## src/rtl/parity_updown_counter_pkg.sv

```systemverilog
// Shared mode/direction encodings and parity helpers for the parity up/down counter.
package parity_updown_counter_pkg;

    localparam logic [1:0] MODE_EVEN = 2'd0;
    localparam logic [1:0] MODE_ODD  = 2'd1;
    localparam logic [1:0] MODE_ALL  = 2'd2;
    localparam logic       DIR_UP    = 1'b0;
    localparam logic       DIR_DOWN  = 1'b1;

    // LSB value every count must carry in a parity-restricted mode
    function automatic logic mode_lsb(input logic [1:0] mode);
        return (mode == MODE_ODD) ? 1'b1 : 1'b0;
    endfunction

    function automatic logic is_parity_mode(input logic [1:0] mode);
        return (mode == MODE_EVEN) || (mode == MODE_ODD);
    endfunction

endpackage

```

## src/rtl/parity_updown_counter_dff_sync.sv

```systemverilog
// Single-bit D flip-flop with synchronous active-high clear; the storage cell of the counter.
module parity_updown_counter_dff_sync (
    input  logic clock,
    input  logic reset,
    input  logic d,
    output logic q
);

    // storage bit with synchronous clear
    always_ff @(posedge clock) begin
        if (reset) begin
            q <= 1'b0;
        end else begin
            q <= d;
        end
    end

endmodule

```

## src/rtl/parity_updown_counter.sv

```systemverilog
// Up/down counter with even/odd/all counting modes, load, wrap-or-saturate limits,
// a terminal-count flag and a registered wrap pulse for cascading.
module parity_updown_counter
    import parity_updown_counter_pkg::*;
#(
    parameter int WIDTH = 4,
    parameter bit WRAP  = 1'b1
) (
    input  logic             clock,
    input  logic             reset,
    input  logic             en,
    input  logic             y,
    input  logic [1:0]       mode,
    input  logic             load,
    input  logic [WIDTH-1:0] load_value,
    output logic [WIDTH-1:0] state,
    output logic             tc,
    output logic             wrapped
);

    localparam logic [WIDTH:0] MAX_EXT = {1'b0, {WIDTH{1'b1}}};

    logic [WIDTH-1:0] state_r;
    logic [WIDTH-1:0] next_state_s;
    logic             wrapped_r;
    logic             next_wrapped_s;
    logic [WIDTH:0]   cur_ext_s;
    logic [WIDTH:0]   lower_s;
    logic [WIDTH:0]   upper_s;
    logic [WIDTH:0]   step_s;
    logic [WIDTH:0]   sum_s;
    logic [WIDTH:0]   diff_s;
    logic             parity_mode_s;
    logic             par_bit_s;
    logic             aligned_s;
    logic             past_upper_s;
    logic             past_lower_s;

    // mode-dependent limits, step and the one-bit-wider trial results
    always_comb begin
        parity_mode_s = is_parity_mode(mode);
        par_bit_s     = mode_lsb(mode);
        cur_ext_s     = {1'b0, state_r};
        aligned_s     = parity_mode_s ? (state_r[0] == par_bit_s) : 1'b1;
        case (mode)
            MODE_EVEN: begin
                lower_s = {(WIDTH+1){1'b0}};
                upper_s = {MAX_EXT[WIDTH:1], 1'b0};
                step_s  = {{(WIDTH-1){1'b0}}, 2'd2};
            end
            MODE_ODD: begin
                lower_s = {{WIDTH{1'b0}}, 1'b1};
                upper_s = MAX_EXT;
                step_s  = {{(WIDTH-1){1'b0}}, 2'd2};
            end
            default: begin
                lower_s = {(WIDTH+1){1'b0}};
                upper_s = MAX_EXT;
                step_s  = {{WIDTH{1'b0}}, 1'b1};
            end
        endcase
        sum_s  = cur_ext_s + step_s;
        diff_s = cur_ext_s - step_s;
        // a borrow out of the extended subtraction also means we stepped below the floor
        past_upper_s = (sum_s > upper_s);
        past_lower_s = diff_s[WIDTH] || (diff_s < lower_s);
        tc = en && aligned_s &&
             ((y == DIR_DOWN) ? (cur_ext_s == lower_s) : (cur_ext_s == upper_s));
    end

    // next count and wrap pulse; reset is applied inside the storage cells
    always_comb begin
        next_state_s   = state_r;
        next_wrapped_s = 1'b0;
        if (load) begin
            next_state_s = parity_mode_s ? {load_value[WIDTH-1:1], par_bit_s} : load_value;
        end else if (en) begin
            if (!aligned_s) begin
                next_state_s = {state_r[WIDTH-1:1], par_bit_s};
            end else if (y == DIR_UP) begin
                if (!past_upper_s) begin
                    next_state_s = sum_s[WIDTH-1:0];
                end else if (WRAP) begin
                    next_state_s   = lower_s[WIDTH-1:0];
                    next_wrapped_s = 1'b1;
                end else begin
                    next_state_s = state_r;
                end
            end else begin
                if (!past_lower_s) begin
                    next_state_s = diff_s[WIDTH-1:0];
                end else if (WRAP) begin
                    next_state_s   = upper_s[WIDTH-1:0];
                    next_wrapped_s = 1'b1;
                end else begin
                    next_state_s = state_r;
                end
            end
        end else begin
            next_state_s = state_r;
        end
    end

    for (genvar i = 0; i < WIDTH; i++) begin : g_state
        parity_updown_counter_dff_sync u_bit (
            .clock (clock),
            .reset (reset),
            .d     (next_state_s[i]),
            .q     (state_r[i])
        );
    end

    parity_updown_counter_dff_sync u_wrapped (
        .clock (clock),
        .reset (reset),
        .d     (next_wrapped_s),
        .q     (wrapped_r)
    );

    assign state   = state_r;
    assign wrapped = wrapped_r;

endmodule

```

## config.mk

```make
export PLATFORM = sky130hd
export DESIGN_NAME = parity_updown_counter
export DESIGN_NICKNAME = d
export VERILOG_FILES = /design/src/rtl/parity_updown_counter_pkg.sv /design/src/rtl/parity_updown_counter_dff_sync.sv /design/src/rtl/parity_updown_counter.sv
export SDC_FILE = /design/constraint.sdc
export NUM_CORES = 1
export LEC_CHECK = 0
export ABC_AREA = 1
export BUFFER_PORTS_ARGS = -buffer_cell sky130_fd_sc_hd__buf_2
export CORE_MARGIN = 2
export CORE_UTILIZATION = 56
export DETAILED_ROUTE_END_ITERATION = 8
export GPL_TIMING_DRIVEN = 0
export PLACE_DENSITY = 0.82
export SKIP_CTS_REPAIR_TIMING = 1
export SLEW_MARGIN = 15
export SYNTH_ARGS = -nofsm -noshare
export SYNTH_HDL_FRONTEND = slang
export SYNTH_SLANG_ARGS = --single-unit
```

## constraint.sdc

```tcl
create_clock -name clock -period 4.2 [get_ports clock]
set_input_delay 0.84 -clock clock [delete_from_list [all_inputs] [get_ports clock]]
set_output_delay 0.84 -clock clock [all_outputs]
set_load 0.02 [all_outputs]
```

# Yosys cells after proc, flatten, opt, wreduce, memory -nomap -nowiden
# Cells that the tools add are included.
[totals]
input_bits = 11
output_inout_bits = 6
ff_bits = 5
[classes]
reduce_logical = 10
bitwise = 2
n_eq_ne = 4
magnitude_cmp = 2
mux = 16
add_sub_neg = 2
[ops]
columns = ["cell", "n"]
rows = [
  ["2-to-1 mux 4 bit", 6],
  ["2-to-1 mux 1 bit", 9],
  ["adder 4 x 5 -> 5 bit", 1],
  ["== test 4 x 5 -> 1 bit", 1],
  ["> comparator 5 bit", 1],
  ["less-than comparator 5 bit", 1],
  ["subtractor 4 x 5 -> 5 bit", 1],
  ["== test 4 x 1 -> 1 bit", 1],
  ["nonzero test 2 bit", 2],
  ["OR reduction 4 bit", 1],
  ["== test 2 x 1 -> 1 bit, second input constant", 1],
  ["logical AND 1 bit", 2],
  ["zero test 2 bit", 1],
  ["logical OR 1 bit", 2],
  ["2-to-1 mux 2 bit", 1],
  ["NOT 1 bit", 2],
  ["AND reduction 2 bit", 1],
  ["OR reduction 2 bit", 1],
  ["== test 1 bit", 1],
]

# Depth between registers and ports, before layout
# Gate-level depths: netlist (run 1).
[logic_depth]
word_depth = 11
ltp_mapped = 16
mapped_depth_nobuf = 16

# Cells and area by module
# A second synthesis (run 1) with hierarchy kept.
[hier_totals]
cells_unflattened = 120
area_unflattened_um2 = 725.7
[modules_own_cells]
columns = ["mod", "seq_area_each_um2", "cells_each", "area_each_um2", "instances"]
rows = [
  ["parity_updown_counter", 0.0, 105, 575.6, 1],
  ["parity_updown_counter_dff_sync", 20.0, 3, 30.0, 5],
]

# Worst setup path before layout (run 1)
# OpenSTA, ideal clock, no wires.
[synth_path]
kind = "input to output"
from = "input port mode[0]"
to = "output port tc"
required_time_ns = 3.360
setup_slack_ns = 1.540
cell_stages = 7
arrival_time_ns = 1.820
path_cell_list = "inv_1 -> nor2_1 -> nand2_1 -> nand2_1 -> nor2_1 -> inv_1 -> a211oi_1"
[synth_via]
elab_chain_cells = 6
elab_cells_between_ends = 13
[synth_rtl]
columns = ["item", "line_no", "text"]
rows = [
  ["from (decl)", "parity_updown_counter.sv:13", "input logic [1:0] mode,"],
  ["== test 2 x 1 -> 1 bit", "parity_updown_counter_pkg.sv:12, parity_updown_counter_pkg.sv:16, parity_updown_counter.sv:45", ""],
  ["2-to-1 mux 1 bit", "parity_updown_counter_pkg.sv:12, parity_updown_counter.sv:45", ""],
  ["== test 1 bit", "parity_updown_counter.sv:44", "aligned_s = parity_mode_s ? (state_r[0] == par_bit_s) : 1'b1;"],
  ["2-to-1 mux 1 bit", "parity_updown_counter.sv:44", ""],
  ["logical AND 1 bit", "parity_updown_counter.sv:67", "tc = en && aligned_s &&"],
  ["logical AND 1 bit *", "parity_updown_counter.sv:67", ""],
  ["to (decl)", "parity_updown_counter.sv:17", "output logic tc,"],
]
# Every way passes the cells marked *; elsewhere a longest branch is shown, timed or not.

# Final worst setup path (run 1)
[layout_path]
from = "input port mode[1]"
to = "output port tc"
# Same word-level chain as after synthesis.

==> impl_metrics.ini, run 1 <==
[clocking]
cts_tree = yes
ctsHtreeMaxLevel = 1
cts_buffers = 3
clk_latency_ns = 0.25
clk_pin_slew_ns = 0.05
clock-sinks = 5
clk_root_buffer_cell = clkbuf_4
ctsLongestPathBuffers = 2

[sta]
max_slew_margin_pct = 80.9
setup-tns-final_ns = 0
worstMarginPinSlew_ns = 0.287
hold_viol = 0
rsz0062_at_grt = no
clock_skew_ns = 0.00271
setup_slack_ns = 1.33
max_clock_freq_mhz = 349
setup_viol_count_final = 0
finalCriticalPeriod_ns = 2.87
post-route-period-util_pct = 68.2
maxSlewViolCount = 0

[final_layout]
fill_cells = 116
syn_to_final_growth_pct = 16.0
utilization_pct = 68.5
fin_nets = 159
num_antenna_cells = 0
layout_commonest_cell = nand2_1
regArea_um2 = 100
multiInputGateArea_um2 = 512
drive_gt1_share_pct = 28.6
final_cell_mix = nand2_1 (25), inv_1 (21), buf_2 (15), nor2_1 (12), nand3_1 (9)

[floorplan]
core-area_mm2 = 0.00127
num_rows = 13
die_y_um = 40.6
die_x_um = 40.6
initial_core_util_pct = 59.1
io_pins = 17
dieArea_mm2 = 0.00165

[placement]
hpwl_um = 1440
port_buffers = 15
dp_slack_ns = 1.35
globalplace.congestion = 0.851

[critical_path]
reg2reg_depth = 15
crit_fanout = 9
startpoint_type = primary input
endpoint_kind = output pin
crit_required_ns = 3.36
worst_r2r_endpoint = g_state[0].u_bit.q
path_class = in2out
rrSetupSlack_ns = 1.98
r2r-start = g_state[0].u_bit.q
crit_arrival_ns = 2.03

[grt]
grtUsageMet2_pct = 43.7
grt_max_degree = 11
grt_pass1_vias = 709
antenna_found_initial = 0
gr-usage-met3_pct = 9.44
busiest_layer = met2
grtUsageMet1_pct = 30.3
grt_usage_pct = 25.8
grt_pass1_wl_um = 2780
grt_overflow = 0

[route]
detail_route.iter0.violations = 42
drt_wl_total_um = 1840
wire_per_inst_um = 11.9
vias = 840
firstDrtPassIters = 5
vias_per_cell = 5.42
route.detailed.drc = 0
ant_nets = 0

[hold_path]
hold_depth = 2
hold_end = g_state[3].u_bit.q
worstHoldStart = g_state[3].u_bit.q
hp-class = reg2reg

[pwr]
power.density_mw_per_mm2 = 256
peakVddDrop_mv = 0.163
leakage_nw = 0.479

[synthesis]
synthesis.area_um2 = 749
synth-seq-cells = 5
seq_area_frac_synth_pct = 13.4
synth_cells = 121
ys_warn_count = 0
ys_types = 26
syn_area_per_cell_um2 = 6.19
syn_nets = 139

[status]
status = completed

[flow_run]
maxCapViolCount = 0
per-layer routing:
metal | share of wire [%] | vias to the layer above
met5 | 0 | -
met4 | 1.8 | 0
met3 | 10 | 8
met2 | 49 | 52
met1 | 39 | 357
li1 | - | 423
critical path, stage by stage:
cell and delay (ns):
buf_2 0.23, nor2_1 0.13, nand2_1 0.09, nand2_1 0.08, nor2_1 0.15, inv_1 0.09, a211oi_1 0.22, buf_2 0.20
per-stage QoR:
| step | power, mW | area (um^2) | cells | hold slack [ns] |
|---|---|---|---|---|
| finish | 0.222 | 870 | 155 | 0.603 |
| global route | 0.240 | 870 | 155 | 0.628 |
| CTS | 0.222 | 870 | 155 | 0.600 |
| detailed placement | 0.163 | 843 | 151 | 0.599 |
| global placement | 0.160 | 843 | 151 | 0.594 |
| floorplan | 0.136 | 749 | 121 | 0.527 |
logic make-up after synthesis:
kind of cell	Yosys count	synth area share, %
AOI/OAI and AO/OA	16	13.0
DFF	5	13.4
and+or+nand+nor	65	41.6
buffers and inverters	28	18.4
adders and majority gates	7	13.7
area by class of cell:
cell class                 instances  area share, %
multi-input combinational         88           58.8
tap                               15           2.16
sequential                         5           11.5
inverter                          22           9.78
buffer                             6           6.04
timing repair buffer              15           8.63
clock buffer                       4           3.02
cell usage after synthesis, drive strengths merged:
| cell | count | share of area [%] |
|---|---|---|
| nand4 | 3 | 2.5 |
| a211oi | 1 | 1.0 |
| nand3 | 10 | 7.3 |
| ha | 5 | 8.3 |
| nand3b | 1 | 1.0 |
| nor4 | 1 | 0.84 |
| o2111ai | 1 | 1.2 |
| a21oi | 5 | 4.3 |
| dfxtp | 5 | 13 |
| fa | 2 | 5.3 |
| buf | 6 | 7.0 |
| nor2 | 17 | 11 |
| a31oi | 1 | 0.84 |
| nor3 | 1 | 0.67 |
| o21ai | 7 | 4.7 |
| inv | 22 | 11 |
| nand2 | 32 | 18 |
| a21o | 1 | 1.0 |
power breakdown:
| group | total, mW | switching [mW] | internal [mW] |
|---|---|---|---|
| Combinational | 0.108 | 0.0656 | 0.0420 |
| Clock | 0.0580 | 0.0219 | 0.0361 |
| Sequential | 0.0567 | 0.00528 | 0.0514 |
worst max path at each step:
| stage | slack [ns] | startpoint | endpoint |
|---|---|---|---|
| after floorplan | 1.54 | mode[0] | tc |
| after global placement | 1.38 | mode[1] | tc |
| after detailed placement | 1.35 | mode[1] | tc |
| after CTS | 1.34 | mode[1] | tc |
| after global routing | 1.21 | mode[1] | tc |
| final | 1.33 | mode[1] | tc |
state kept, by name (all words and copies together), names as in the netlist:
signal and cells:
g_state.u_bit.q 4, u_wrapped.q 1
Note: power is estimated with default switching activity, not from simulation.
==> run 2: changes to the inputs <==
--- a/config.mk
+++ b/config.mk
@@ -8,10 +8,10 @@
 export ABC_AREA = 1
 export BUFFER_PORTS_ARGS = -buffer_cell sky130_fd_sc_hd__buf_2
 export CORE_MARGIN = 2
-export CORE_UTILIZATION = 56
+export CORE_UTILIZATION = 47
 export DETAILED_ROUTE_END_ITERATION = 8
 export GPL_TIMING_DRIVEN = 0
-export PLACE_DENSITY = 0.82
+export PLACE_DENSITY = 0.74
 export SKIP_CTS_REPAIR_TIMING = 1
 export SLEW_MARGIN = 15
 export SYNTH_ARGS = -nofsm -noshare
==> constraint.sdc (replaced) <==
create_clock -name clock -period 2.58 [get_ports clock]
set_input_delay 0.516 -clock clock [delete_from_list [all_inputs] [get_ports clock]]
set_output_delay 0.516 -clock clock [all_outputs]
set_load 0.02 [all_outputs]
==> run 2 against run 1 <==
Via count down 5.7%. Non-clock buffer count unchanged. Flip-flop and latch count unchanged. Largest power group unchanged. Global-route usage down 6.5 points.
==> impl_metrics.ini, run 2 (synthesis gave the netlist of run 1 again) <==
[floorplan]
dieArea_mm2 = 0.00193
die_y_um = 43.9
initial_core_util_pct = 49.8
die_x_um = 43.9
io_pins = 17
num_rows = 14
core-area_mm2 = 0.00151

[sta]
max_clock_freq_mhz = 445
setup_viol_count_final = 0
setup-tns-final_ns = 0
maxSlewViolCount = 0
clock_skew_ns = 0.00222
hold_viol = 0
post-route-period-util_pct = 87.1
worstMarginPinSlew_ns = 0.308
max_slew_margin_pct = 79.5
finalCriticalPeriod_ns = 2.25
rsz0062_at_grt = no

[final_layout]
top_regs = g_state.u_bit.q x4, u_wrapped.q x1
layout_commonest_cell = nand2_1
multiInputGateArea_um2 = 512
final_cell_mix = nand2_1 (25), inv_1 (21), buf_2 (15), nor2_1 (12), nand3_1 (9)
largest_register = g_state.u_bit.q
drive_gt1_share_pct = 28.6
regArea_um2 = 100
fin_nets = 159
syn_to_final_growth_pct = 16.2
fill_cells = 154
stdcell_area_um2 = 871
largest_reg_flops = 4
num_antenna_cells = 0

[critical_path]
critPathSlowestCell = fa_1
worst_r2r_endpoint = g_state[0].u_bit.q
reg2reg_depth = 15
crit_buf_inv = 2
path_delay_family = simple AND/OR/NAND/NOR gates
startpoint_type = primary input
crit_arrival_ns = 2.43
endpoint_kind = flip-flop
crit_fanout = 9
r2r-start = g_state[0].u_bit.q
slowest_delay_ns = 0.46
rrSetupSlack_ns = 0.37
crit_path_frequent_cell = nand2_1
crit_chain = buf_2 > ha_1 > inv_1 > fa_1 > nor2_1 > nand2_1 > nor2_2 > nand3_1 > nand3_1 > nand2_1 > nand2_1 > nand3_1 > nand2_1 > nand2_1 > a21oi_2
crit_required_ns = 2.76
path_class = in2reg

[hold_path]
hold_depth = 2
worstHoldStart = load
hp-class = in2reg
hold_end = u_wrapped.q

[clocking]
clk_pin_slew_ns = 0.04
cts_buffers = 3
ctsLongestPathBuffers = 2
ctsHtreeMaxLevel = 1
clk_root_buffer_cell = clkbuf_4
cts_tree = yes
clock-sinks = 5
clk_latency_ns = 0.24

[route]
drt_wl_total_um = 1740
top_layer = met3
drt-met1-wl_um = 855
vias_per_cell = 5.08
firstDrtPassIters = 4
detail_route.iter0.violations = 23
ant_nets = 0
vias = 792
wire_per_inst_um = 11.2
wl_met2_um = 844
route.detailed.drc = 0
route.met3.wl_um = 44

[pwr]
peakVddDrop_mv = 0.273
leakage_nw = 0.479
power.density_mw_per_mm2 = 408

[status]
status = completed

[placement]
globalplace.congestion = 0.870
port_buffers = 15
hpwl_um = 1390
place_area_um2 = 845

[grt]
grt_overflow = 0
grt_pass1_wl_um = 2840
grt_pass1_vias = 661
grt_max_degree = 11
antenna_found_initial = 0
grt_usage_pct = 19.3

[flow_run]
maxCapViolCount = 0
-- run 2: worst reg2reg max path: cells and delay by family (launching register included) --
kind / cells / cell delay [ns]
simple gates: 10 / 0.80
compound gates: 1 / 0.10
fa+ha+maj: 2 / 0.66
flops: 1 / 0.39
buf+inv: 2 / 0.21
-- run 2: metal layers --
| layer | vias up | global-route usage (%) |
|---|---|---|
| met3 | 0 | 5.00 |
| met2 | 19 | 31.8 |
| met4 | 0 | 0 |
| met5 | - | 0 |
| met1 | 355 | 27.0 |
| li1 | 418 | - |
-- run 2: cell type report --
class	count	area share (%)
plain buffers	6	6.03
clock buffers	4	3.02
flip-flops and latches	5	11.5
multi-input cells	88	58.8
well taps	16	2.30
repair buffers	15	8.62
inverters	22	9.77
-- run 2: worst max path at each step --
stage / start / endpoint / slack (ns) / depth (start not counted)
finish: mode[1] / g_state[0].u_bit.q / 0.33 / 15
global route: g_state[0].u_bit.q / g_state[0].u_bit.q / 0.15 / 15
CTS: mode[1] / g_state[0].u_bit.q / 0.34 / 15
detailed placement: mode[1] / g_state[0].u_bit.q / 0.09 / 15
global placement: mode[1] / g_state[0].u_bit.q / 0.15 / 15
floorplan: mode[1] / g_state[0].u_bit.q / 0.56 / 14
-- run 2: power breakdown --
group / total, mW / internal, mW / switching (mW) / leakage [nW]
sequential: 0.0931 / 0.0837 / 0.00941 / 0.0413
combinational: 0.173 / 0.0683 / 0.104 / 0.423
clock: 0.0891 / 0.0584 / 0.0307 / 0.0150
-- run 2: stage by stage --
stage          instances  total power, mW  util, %  hold WS [ns]  setup slack [ns]
6_report             156            0.355     57.8         0.492             0.332
5_1_grt              156            0.385     57.8         0.487             0.151
4_1_cts              156            0.356     57.8         0.489             0.336
3_5_place_dp         152            0.265     56.1         0.611            0.0938
3_3_place_gp         152            0.261     56.1         0.609             0.150
2_1_floorplan        121            0.221        -         0.527             0.556
==> run 3: changes to the inputs <==
--- a/config.mk
+++ b/config.mk
@@ -6,7 +6,7 @@
 export NUM_CORES = 1
 export LEC_CHECK = 0
 export ABC_AREA = 1
-export BUFFER_PORTS_ARGS = -buffer_cell sky130_fd_sc_hd__buf_2
+export BUFFER_PORTS_ARGS = -buffer_cell sky130_fd_sc_hd__buf_4
 export CORE_MARGIN = 2
 export CORE_UTILIZATION = 47
 export DETAILED_ROUTE_END_ITERATION = 8
==> run 3 against run 2 <==
Flip-flop and latch count is the same. Cell count stayed put. Core utilization up 2.5 points. Routed wire length fell by 1.4%. Register-to-register slack barely moved. Via count is 0.63% lower. Final area is 4.3% higher. Global-route usage increased by 0.49 points. Worst hold slack lost 0.031 ns. Clock skew rose by 0.0028 ns. Sequential power barely moved.
==> impl_metrics.ini, run 3 (synthesis gave the netlist of run 1 again) <==
[clocking]
clk_pin_slew_ns = 0.05
ctsHtreeMaxLevel = 1
cts_buffers = 3
cts_tree = yes
clock-sinks = 5
clk_latency_ns = 0.26
clk_root_buffer_cell = clkbuf_4
ctsLongestPathBuffers = 2

[pwr]
leakage_nw = 0.488
peakVddDrop_mv = 0.224
power.density_mw_per_mm2 = 407

[critical_path]
crit_arrival_ns = 2.40
slowest_delay_ns = 0.46
path_delay_family = simple AND/OR/NAND/NOR gates
startpoint_type = flip-flop
crit_fanout = 5
crit_required_ns = 2.78
crit_path_frequent_cell = nand2_1
rrSetupSlack_ns = 0.38
critPathSlowestCell = fa_1
path_class = reg2reg
endpoint_kind = flip-flop
crit_buf_inv = 2
crit_chain = inv_1 > ha_1 > inv_1 > fa_1 > nor2_1 > nand2_1 > nor2_2 > nand2_2 > nand3_2 > nand2_1 > nand2_1 > nand3_1 > nand2_1 > nand2_1 > a21oi_2

[route]
drt_wl_total_um = 1720
ant_nets = 0
detail_route.iter0.violations = 23
wire_per_inst_um = 11.0
vias_per_cell = 5.04
route.detailed.drc = 0
vias = 787
firstDrtPassIters = 4

[placement]
globalplace.congestion = 0.839
port_buffers = 15
hpwl_um = 1380

[sta]
post-route-period-util_pct = 85.2
finalCriticalPeriod_ns = 2.20
max_slew_margin_pct = 79.5
setup_viol_count_final = 0
setup-tns-final_ns = 0
clock_skew_ns = 0.00505
rsz0062_at_grt = no
hold_viol = 0
max_clock_freq_mhz = 455
maxSlewViolCount = 0
worstMarginPinSlew_ns = 0.307

[grt]
grt_max_degree = 11
grt_pass1_wl_um = 2800
antenna_found_initial = 0
grt_pass1_vias = 705
grt_usage_pct = 19.8
grt_overflow = 0

[final_layout]
utilization_pct = 60.3
num_antenna_cells = 0
drive_gt1_share_pct = 28.6
fin_nets = 159
largest_reg_flops = 4
layout_commonest_cell = nand2_1
largest_register = g_state.u_bit.q
final_cell_mix = nand2_1 (25), inv_1 (21), buf_4 (19), nor2_1 (12), nand3_1 (9)
syn_to_final_growth_pct = 21.2
fill_cells = 157
top_regs = g_state.u_bit.q x4, u_wrapped.q x1

[hold_path]
hp-class = in2reg

[floorplan]
core-area_mm2 = 0.00151
io_pins = 17
die_x_um = 43.9
num_rows = 14
die_y_um = 43.9
dieArea_mm2 = 0.00193
initial_core_util_pct = 49.8

[flow_run]
maxCapViolCount = 0

[status]
status = completed
-- run 3: changes by cell type in the layout (fill, tap and decap cells not counted) --
| cell | change |
|---|---|
| buf_4 | +15 |
| buf_2 | -15 |
-- run 3: area by class of cell --
class	count	area (um^2)	area share (%)
buffer	6	52.6	5.79
clock buffer	4	26.3	2.89
inverter	22	85.1	9.37
multi-input combinational	88	512	56.3
sequential	5	100	11.0
tap	16	20.0	2.20
timing repair buffer	15	113	12.4
-- run 3: per-layer routing --
metal / global-route usage, % / part of all wire [%] / wire length [um]
met4: 7.27 / 0.99 / 17
met2: 32.4 / 47 / 805
met5: 0 / 0 / 0
met3: 5.00 / 6.2 / 107
met1: 24.9 / 46 / 790
-- run 3: path summary, 6_finish.rpt --
check                           from                 end  cells after the start
setup / recovery  g_state[0].u_bit.q  g_state[0].u_bit.q                     15
hold / removal                  load         u_wrapped.q                      2
setup reg to reg  g_state[0].u_bit.q  g_state[0].u_bit.q                     15
hold reg to reg   g_state[3].u_bit.q  g_state[3].u_bit.q                      2
-- run 3: per-stage QoR --
stage	instances	cell area [um^2]	setup slack [ns]	total power [mW]	hold slack, ns
floorplan	121	749	0.556	0.221	0.527
global placement	152	882	0.218	0.270	0.599
detailed placement	152	882	0.214	0.272	0.604
CTS	156	908	0.380	0.372	0.453
global route	156	908	0.179	0.396	0.464
finish	156	908	0.381	0.370	0.461
-- run 3: power by group --
part	switching, mW	internal (mW)	leakage (nW)	total [mW]
Combinational	0.103	0.0755	0.432	0.178
Clock	0.0394	0.0589	0.0150	0.0983
Sequential	0.00933	0.0837	0.0413	0.0930
Total	0.151	0.218	0.488	0.370
-- run 3: worst register-to-register path: cells and delay by family, from the launching register on --
family | cells | cell delay, ns
adders and majority gates | 2 | 0.66
and+or+nand+nor | 10 | 0.77
AOI/OAI and AO/OA | 1 | 0.10
buffers and inverters | 2 | 0.23
DFF | 1 | 0.39
